File: src/rtl/e203_exu_csr_arb.sv
// e203_exu_csr_arb: two-requester (core, debug) arbiter and read-modify-write sequencer for the CSR port.
// Define E203_CSR_ARB_RR_EN for round-robin arbitration; otherwise debug has fixed priority over core.
module e203_exu_csr_arb #(
  parameter int XLEN = 32,
  parameter int IDXW = 12
) (
  input  logic            clk,
  input  logic            rst_n,

  input  logic            core_req_valid,
  output logic            core_req_ready,
  input  logic [1:0]      core_req_op,
  input  logic [IDXW-1:0] core_req_idx,
  input  logic [XLEN-1:0] core_req_wdat,
  output logic            core_rsp_valid,
  input  logic            core_rsp_ready,
  output logic [XLEN-1:0] core_rsp_rdat,
  output logic            core_rsp_err,

  input  logic            dbg_req_valid,
  output logic            dbg_req_ready,
  input  logic [1:0]      dbg_req_op,
  input  logic [IDXW-1:0] dbg_req_idx,
  input  logic [XLEN-1:0] dbg_req_wdat,
  output logic            dbg_rsp_valid,
  input  logic            dbg_rsp_ready,
  output logic [XLEN-1:0] dbg_rsp_rdat,
  output logic            dbg_rsp_err,

  output logic            csr_ena,
  output logic            csr_rd_en,
  output logic            csr_wr_en,
  output logic [IDXW-1:0] csr_idx,
  output logic [XLEN-1:0] wbck_csr_dat,
  input  logic [XLEN-1:0] read_csr_dat,
  input  logic            csr_access_ilgl,

  output logic            busy
);

  localparam logic [1:0] OP_RW = 2'b00;
  localparam logic [1:0] OP_RS = 2'b01;
  localparam logic [1:0] OP_RC = 2'b10;
  localparam logic [1:0] OP_RO = 2'b11;

  typedef enum logic [1:0] {IDLE, RD, WR, RSP} state_t;

  state_t            state;
  logic              src_dbg_r;
  logic [1:0]        op_r;
  logic [IDXW-1:0]   idx_r;
  logic [XLEN-1:0]   wdat_r;
  logic [XLEN-1:0]   old_r;
  logic              err_r;

  logic              prio_dbg;
  logic              grant_core;
  logic              grant_dbg;
  logic              accept;
  logic              rsp_ready_sel;
  logic              wr_need;
  logic              rsp_act;
  logic [XLEN-1:0]   rsp_dat;

  function automatic logic [XLEN-1:0] rmw_value(input logic [1:0] op,
                                                input logic [XLEN-1:0] old,
                                                input logic [XLEN-1:0] opnd);
    case (op)
      OP_RS:   rmw_value = old | opnd;
      OP_RC:   rmw_value = old & ~opnd;
      OP_RO:   rmw_value = old;
      default: rmw_value = opnd;
    endcase
  endfunction

`ifdef E203_CSR_ARB_RR_EN
  logic ptr_dbg_r;

  // After each grant the other requester gets priority on the next tie.
  always_ff @(posedge clk or negedge rst_n) begin
    if (!rst_n) begin
      ptr_dbg_r <= 1'b0;
    end else if (accept) begin
      ptr_dbg_r <= grant_core;
    end
  end

  assign prio_dbg = ptr_dbg_r;
`else
  assign prio_dbg = 1'b1;
`endif

  assign grant_dbg  = (state == IDLE) && dbg_req_valid  && (!core_req_valid || prio_dbg);
  assign grant_core = (state == IDLE) && core_req_valid && (!dbg_req_valid  || !prio_dbg);
  assign accept     = grant_core || grant_dbg;

  assign core_req_ready = grant_core;
  assign dbg_req_ready  = grant_dbg;

  assign rsp_ready_sel = src_dbg_r ? dbg_rsp_ready : core_rsp_ready;

  always_ff @(posedge clk or negedge rst_n) begin
    if (!rst_n) begin
      state     <= IDLE;
      src_dbg_r <= 1'b0;
    end else begin
      case (state)
        IDLE: begin
          if (accept) begin
            state     <= RD;
            src_dbg_r <= grant_dbg;
          end
        end
        RD:      state <= WR;
        WR:      state <= RSP;
        RSP:     if (rsp_ready_sel) state <= IDLE;
        default: state <= IDLE;
      endcase
    end
  end

  // Datapath registers carry no reset; every output that uses them is qualified by state.
  always_ff @(posedge clk) begin
    if (accept) begin
      op_r   <= grant_dbg ? dbg_req_op   : core_req_op;
      idx_r  <= grant_dbg ? dbg_req_idx  : core_req_idx;
      wdat_r <= grant_dbg ? dbg_req_wdat : core_req_wdat;
    end
    if (state == RD) begin
      old_r <= read_csr_dat;
      err_r <= csr_access_ilgl;
    end
  end

  // Set/clear with a zero operand is a pure read and must not disturb the CSR.
  assign wr_need = !err_r && (op_r != OP_RO) &&
                   !(((op_r == OP_RS) || (op_r == OP_RC)) && (wdat_r == '0));

  assign csr_rd_en    = (state == RD);
  assign csr_wr_en    = (state == WR) && wr_need;
  assign csr_ena      = csr_rd_en || csr_wr_en;
  assign csr_idx      = csr_ena ? idx_r : '0;
  assign wbck_csr_dat = csr_wr_en ? rmw_value(op_r, old_r, wdat_r) : '0;

  assign rsp_act = (state == RSP);
  assign rsp_dat = err_r ? '0 : old_r;

  assign core_rsp_valid = rsp_act && !src_dbg_r;
  assign core_rsp_rdat  = core_rsp_valid ? rsp_dat : '0;
  assign core_rsp_err   = core_rsp_valid && err_r;

  assign dbg_rsp_valid  = rsp_act && src_dbg_r;
  assign dbg_rsp_rdat   = dbg_rsp_valid ? rsp_dat : '0;
  assign dbg_rsp_err    = dbg_rsp_valid && err_r;

  assign busy = (state != IDLE);

endmodule

File: config.mk
export PLATFORM = sky130hd
export DESIGN_NAME = e203_exu_csr_arb
export DESIGN_NICKNAME = d
export VERILOG_FILES = /design/src/rtl/e203_exu_csr_arb.sv
export SDC_FILE = /design/constraint.sdc
export NUM_CORES = 1
export LEC_CHECK = 0
export ABC_AREA = 1
export CAP_MARGIN = 0
export CORE_ASPECT_RATIO = 0.8
export CORE_MARGIN = 1.5
export CORE_UTILIZATION = 40
export CTS_CLUSTER_DIAMETER = 50
export DETAILED_ROUTE_END_ITERATION = 8
export HOLD_SLACK_MARGIN = 0.08
export PLACE_DENSITY = 0.85
export SLEW_MARGIN = 20
export SYNTH_ARGS = -nofsm -noshare
export SYNTH_HDL_FRONTEND = slang
export SYNTH_SLANG_ARGS = --single-unit
File: constraint.sdc
create_clock -name clk -period 3 [get_ports clk]
set_input_delay 0.75 -clock clk [delete_from_list [all_inputs] [get_ports clk]]
set_output_delay 0.75 -clock clk [all_outputs]
set_load 0.1 [all_outputs]
==> results_dict.tcl <==
set metrics [dict create \
    outcome "completed" \
    fin_crit_sh_pct 97.8 \
    ant_nets 0 \
    holdBufCountCts 0 \
    final_cell_area_sq_mm 0.00894 \
    grt_pass1_wl_microns 26100 \
    wirelength_microns 17000 \
    worst_r2r_path_depth 6 \
    rows 35 \
    start_kind "flop" \
    end_kind "output port" \
    timing.fmax_mhz 341 \
    drive_gt1_share_pct 25.2 \
    final_common_cell "nand2_1" \
    p_per_area_mw_per_mm2 996 \
    synth_compound_area_share_pct 11.5 \
    nets 935 \
    cp_slowest_cell "edfxtp_1" \
    synth_area_sq_mm 0.00472 \
    drc 0 \
    cp_top_family "simple AND/OR/NAND/NOR gates" \
    crit_start "op_r[1]$_DFFE_PP_" \
    dr.pass1.iters 5 \
    seqCellArea_sq_mm 0.00245 \
    maxSlewHeadroom_pct 56.1 \
    synth_top_family_by_area "simple AND/OR/NAND/NOR gates" \
    crit_chain "inv_1, ha_1, nand3_1, nor2_1, nand3_2, nand2_8, buf_12, a21oi_2, buf_12" \
    num_io_pins 249 \
    die_area_sq_mm 0.0125 \
    fill_cells 735 \
    finalSetupViolCount 0 \
    crit_type "reg2out" \
    cp_max_fo 22 \
    tightestPinTransition_ps 659 \
    synth-xor-area-share_pct 0 \
    wl_per_cell_microns 17.9 \
    r2r_slack_ps 1000 \
    synth_area_per_cell_sq_um 8.43 \
    place.gp.congestion 0.876 \
    clk_pin_slew_worst_paths_ps 60 \
    fp.coreArea_sq_mm 0.0115 \
    cp_num_buf_inv 3 \
    final_cell_mix "nand2_1 (152), clkdlybuf4s50_1 (130), buf_12 (119)" \
    path_depth 9 \
    area_growth_pct 89.5 \
    max-cap-violations 0 \
    start_util_pct 41.0 \
    synth-simple-area-share_pct 24.7 \
    clock_skew_ps 3.76 \
    ctsHtreeMaxLevel 3 \
    slew_viol_final 0 \
    synth_fa_ha_area_share_pct 2.12 \
    final_util_pct 77.7 \
    vias 5061 \
    dpl_cell_area_sq_mm 0.00861 \
    cts-root-buf "clkbuf_16" \
    synth_cell_types 23 \
    yosysWarnings 0 \
    cp_data_arrival_time_ps 2180 \
    port_buffers 248 \
    clock-sinks 82 \
    synth_nets 699 \
    num_antenna_cells 0 \
    insertion_delay_ps 330 \
    ctsLongestPathBuffers 2 \
    min_path_type "reg2reg" \
    r2r-start "state[0]$_DFFE_PN0P_" \
    viasPerCell 5.33 \
    multi_input_area_sq_mm 0.00193 \
    grt_pass1_vias 5042 \
    final_hold_viol_count 0 \
    ys_seq_area_share_pct 51.9 \
    hpwl_microns 12900 \
    cts_tree "yes" \
    die_w_microns 124 \
    drtIter0Drc 395 \
    reg2reg_to "wdat_r[13]$_DFFE_PP_" \
    cts_made_buffers 9 \
    cpPeakStageDelay_ps 400 \
    grt.total_usage_pct 26.8 \
    fp.dieH_microns 100 \
    overflow 0 \
    grt_max_degree 65 \
    synthesis.instances 560 \
    ir_drop_uv 786 \
    cp-endpoint "csr_idx[10]" \
    post-route-min-period_ps 2930 \
    cpMostUsedCell "buf_12" \
    antenna_found_initial 0 \
    cp.required_ps 2250 \
    muxShareOfSynthArea_pct 0 \
    p_leak_nw 3.59 \
    synth_seq_cells 82 \
]
==> how the worst min path moves through the flow <==
| stage | start | endpoint | depth (start not counted) |
|---|---|---|---|
| floorplan | rst_n | src_dbg_r$_DFFE_PN0P_ | 0 |
| global placement | state[0]$_DFFE_PN0P_ | state[0]$_DFFE_PN0P_ | 2 |
| detailed placement | state[0]$_DFFE_PN0P_ | state[0]$_DFFE_PN0P_ | 2 |
| CTS | state[0]$_DFFE_PN0P_ | state[0]$_DFFE_PN0P_ | 2 |
| global route | state[0]$_DFFE_PN0P_ | state[0]$_DFFE_PN0P_ | 2 |
| finish | state[0]$_DFFE_PN0P_ | state[0]$_DFFE_PN0P_ | 2 |
==> area by class of cell <==
type | instances | share of cell area (%)
repair buffers | 265 | 42.6
flip-flops and latches | 82 | 27.4
multi-input cells | 371 | 21.6
inverters | 67 | 2.81
clock buffers | 12 | 2.76
well taps | 148 | 2.07
clock inverters | 4 | 0.839
==> worst reg2reg max path, delay by kind of cell, from the launching register on <==
kind | cells | cell delay (ps)
buf+inv | 3 | 790
fa+ha+maj | 1 | 270
simple gates | 2 | 240
flops | 1 | 410
==> synth_stat cells <==
library cell,instances,share of area (%)
a21oi_1,7,0.74
a21oi_2,6,1.1
a32oi_1,31,5.8
buf_1,3,0.24
buf_12,1,0.42
buf_2,8,0.85
buf_4,4,0.64
buf_6,3,0.72
clkbuf_1,21,1.7
dfrtp_1,3,1.6
edfxtp_1,79,50
ha_1,8,2.1
inv_1,66,5.2
inv_2,1,0.079
nand2_1,154,12
nand2_4,1,0.24
nand3_1,4,0.42
nand3_2,1,0.21
nor2_1,58,4.6
nor2_2,1,0.13
nor3_1,64,6.8
o21ai_0,35,3.7
o221ai_1,1,0.19
==> sequential cells by signal (all words and copies together) (netlist names) <==
name	cells
op_r	2
state	2
old_r	32
idx_r	12
src_dbg_r	1
wdat_r	32
err_r	1
==> logic make-up (layout without fill, tap and decap cells) <==
logic type | Yosys count | after routing
fa+ha+maj | 8 | 8
simple gates | 283 | 283
buf+inv | 107 | 348
compound gates | 80 | 80
flops | 82 | 82
==> power by group <==
| part | switching, W | internal [W] | total (W) |
|---|---|---|---|
| clock network | 0.000435 | 0.000753 | 0.00119 |
| logic | 0.00395 | 0.00181 | 0.00576 |
| registers | 0.000213 | 0.00174 | 0.00195 |
==> per-layer routing <==
| layer | track usage [%] | wire [microns] | share of wire (%) | up-vias |
|---|---|---|---|---|
| li1 | - | - | - | 2358 |
| met1 | 31.5 | 6630 | 39 | 2393 |
| met2 | 48.0 | 8530 | 50 | 267 |
| met3 | 5.81 | 1280 | 7.5 | 43 |
| met4 | 11.4 | 553 | 3.3 | 0 |
| met5 | 0 | 0 | 0 | - |
==> per-stage QoR <==
stage	setup TNS [ps]	cells	power (W)	setup WS [ps]	hold WS, ps
finish	0	949	0.00891	66.3	573
global route	-176	949	0.00923	-32.8	592
CTS	0	949	0.00891	1.34	556
detailed placement	0	933	0.00772	364	541
global placement	0	933	0.00756	481	533
floorplan	-49740	560	0.00560	-679	454
==> timing repair <==
action                     in CTS  in global routing
resized for setup               0                  3
setup endpoints to repair       0                 22
buffers inserted                0                  0
(Power assumes the default switching activity.)
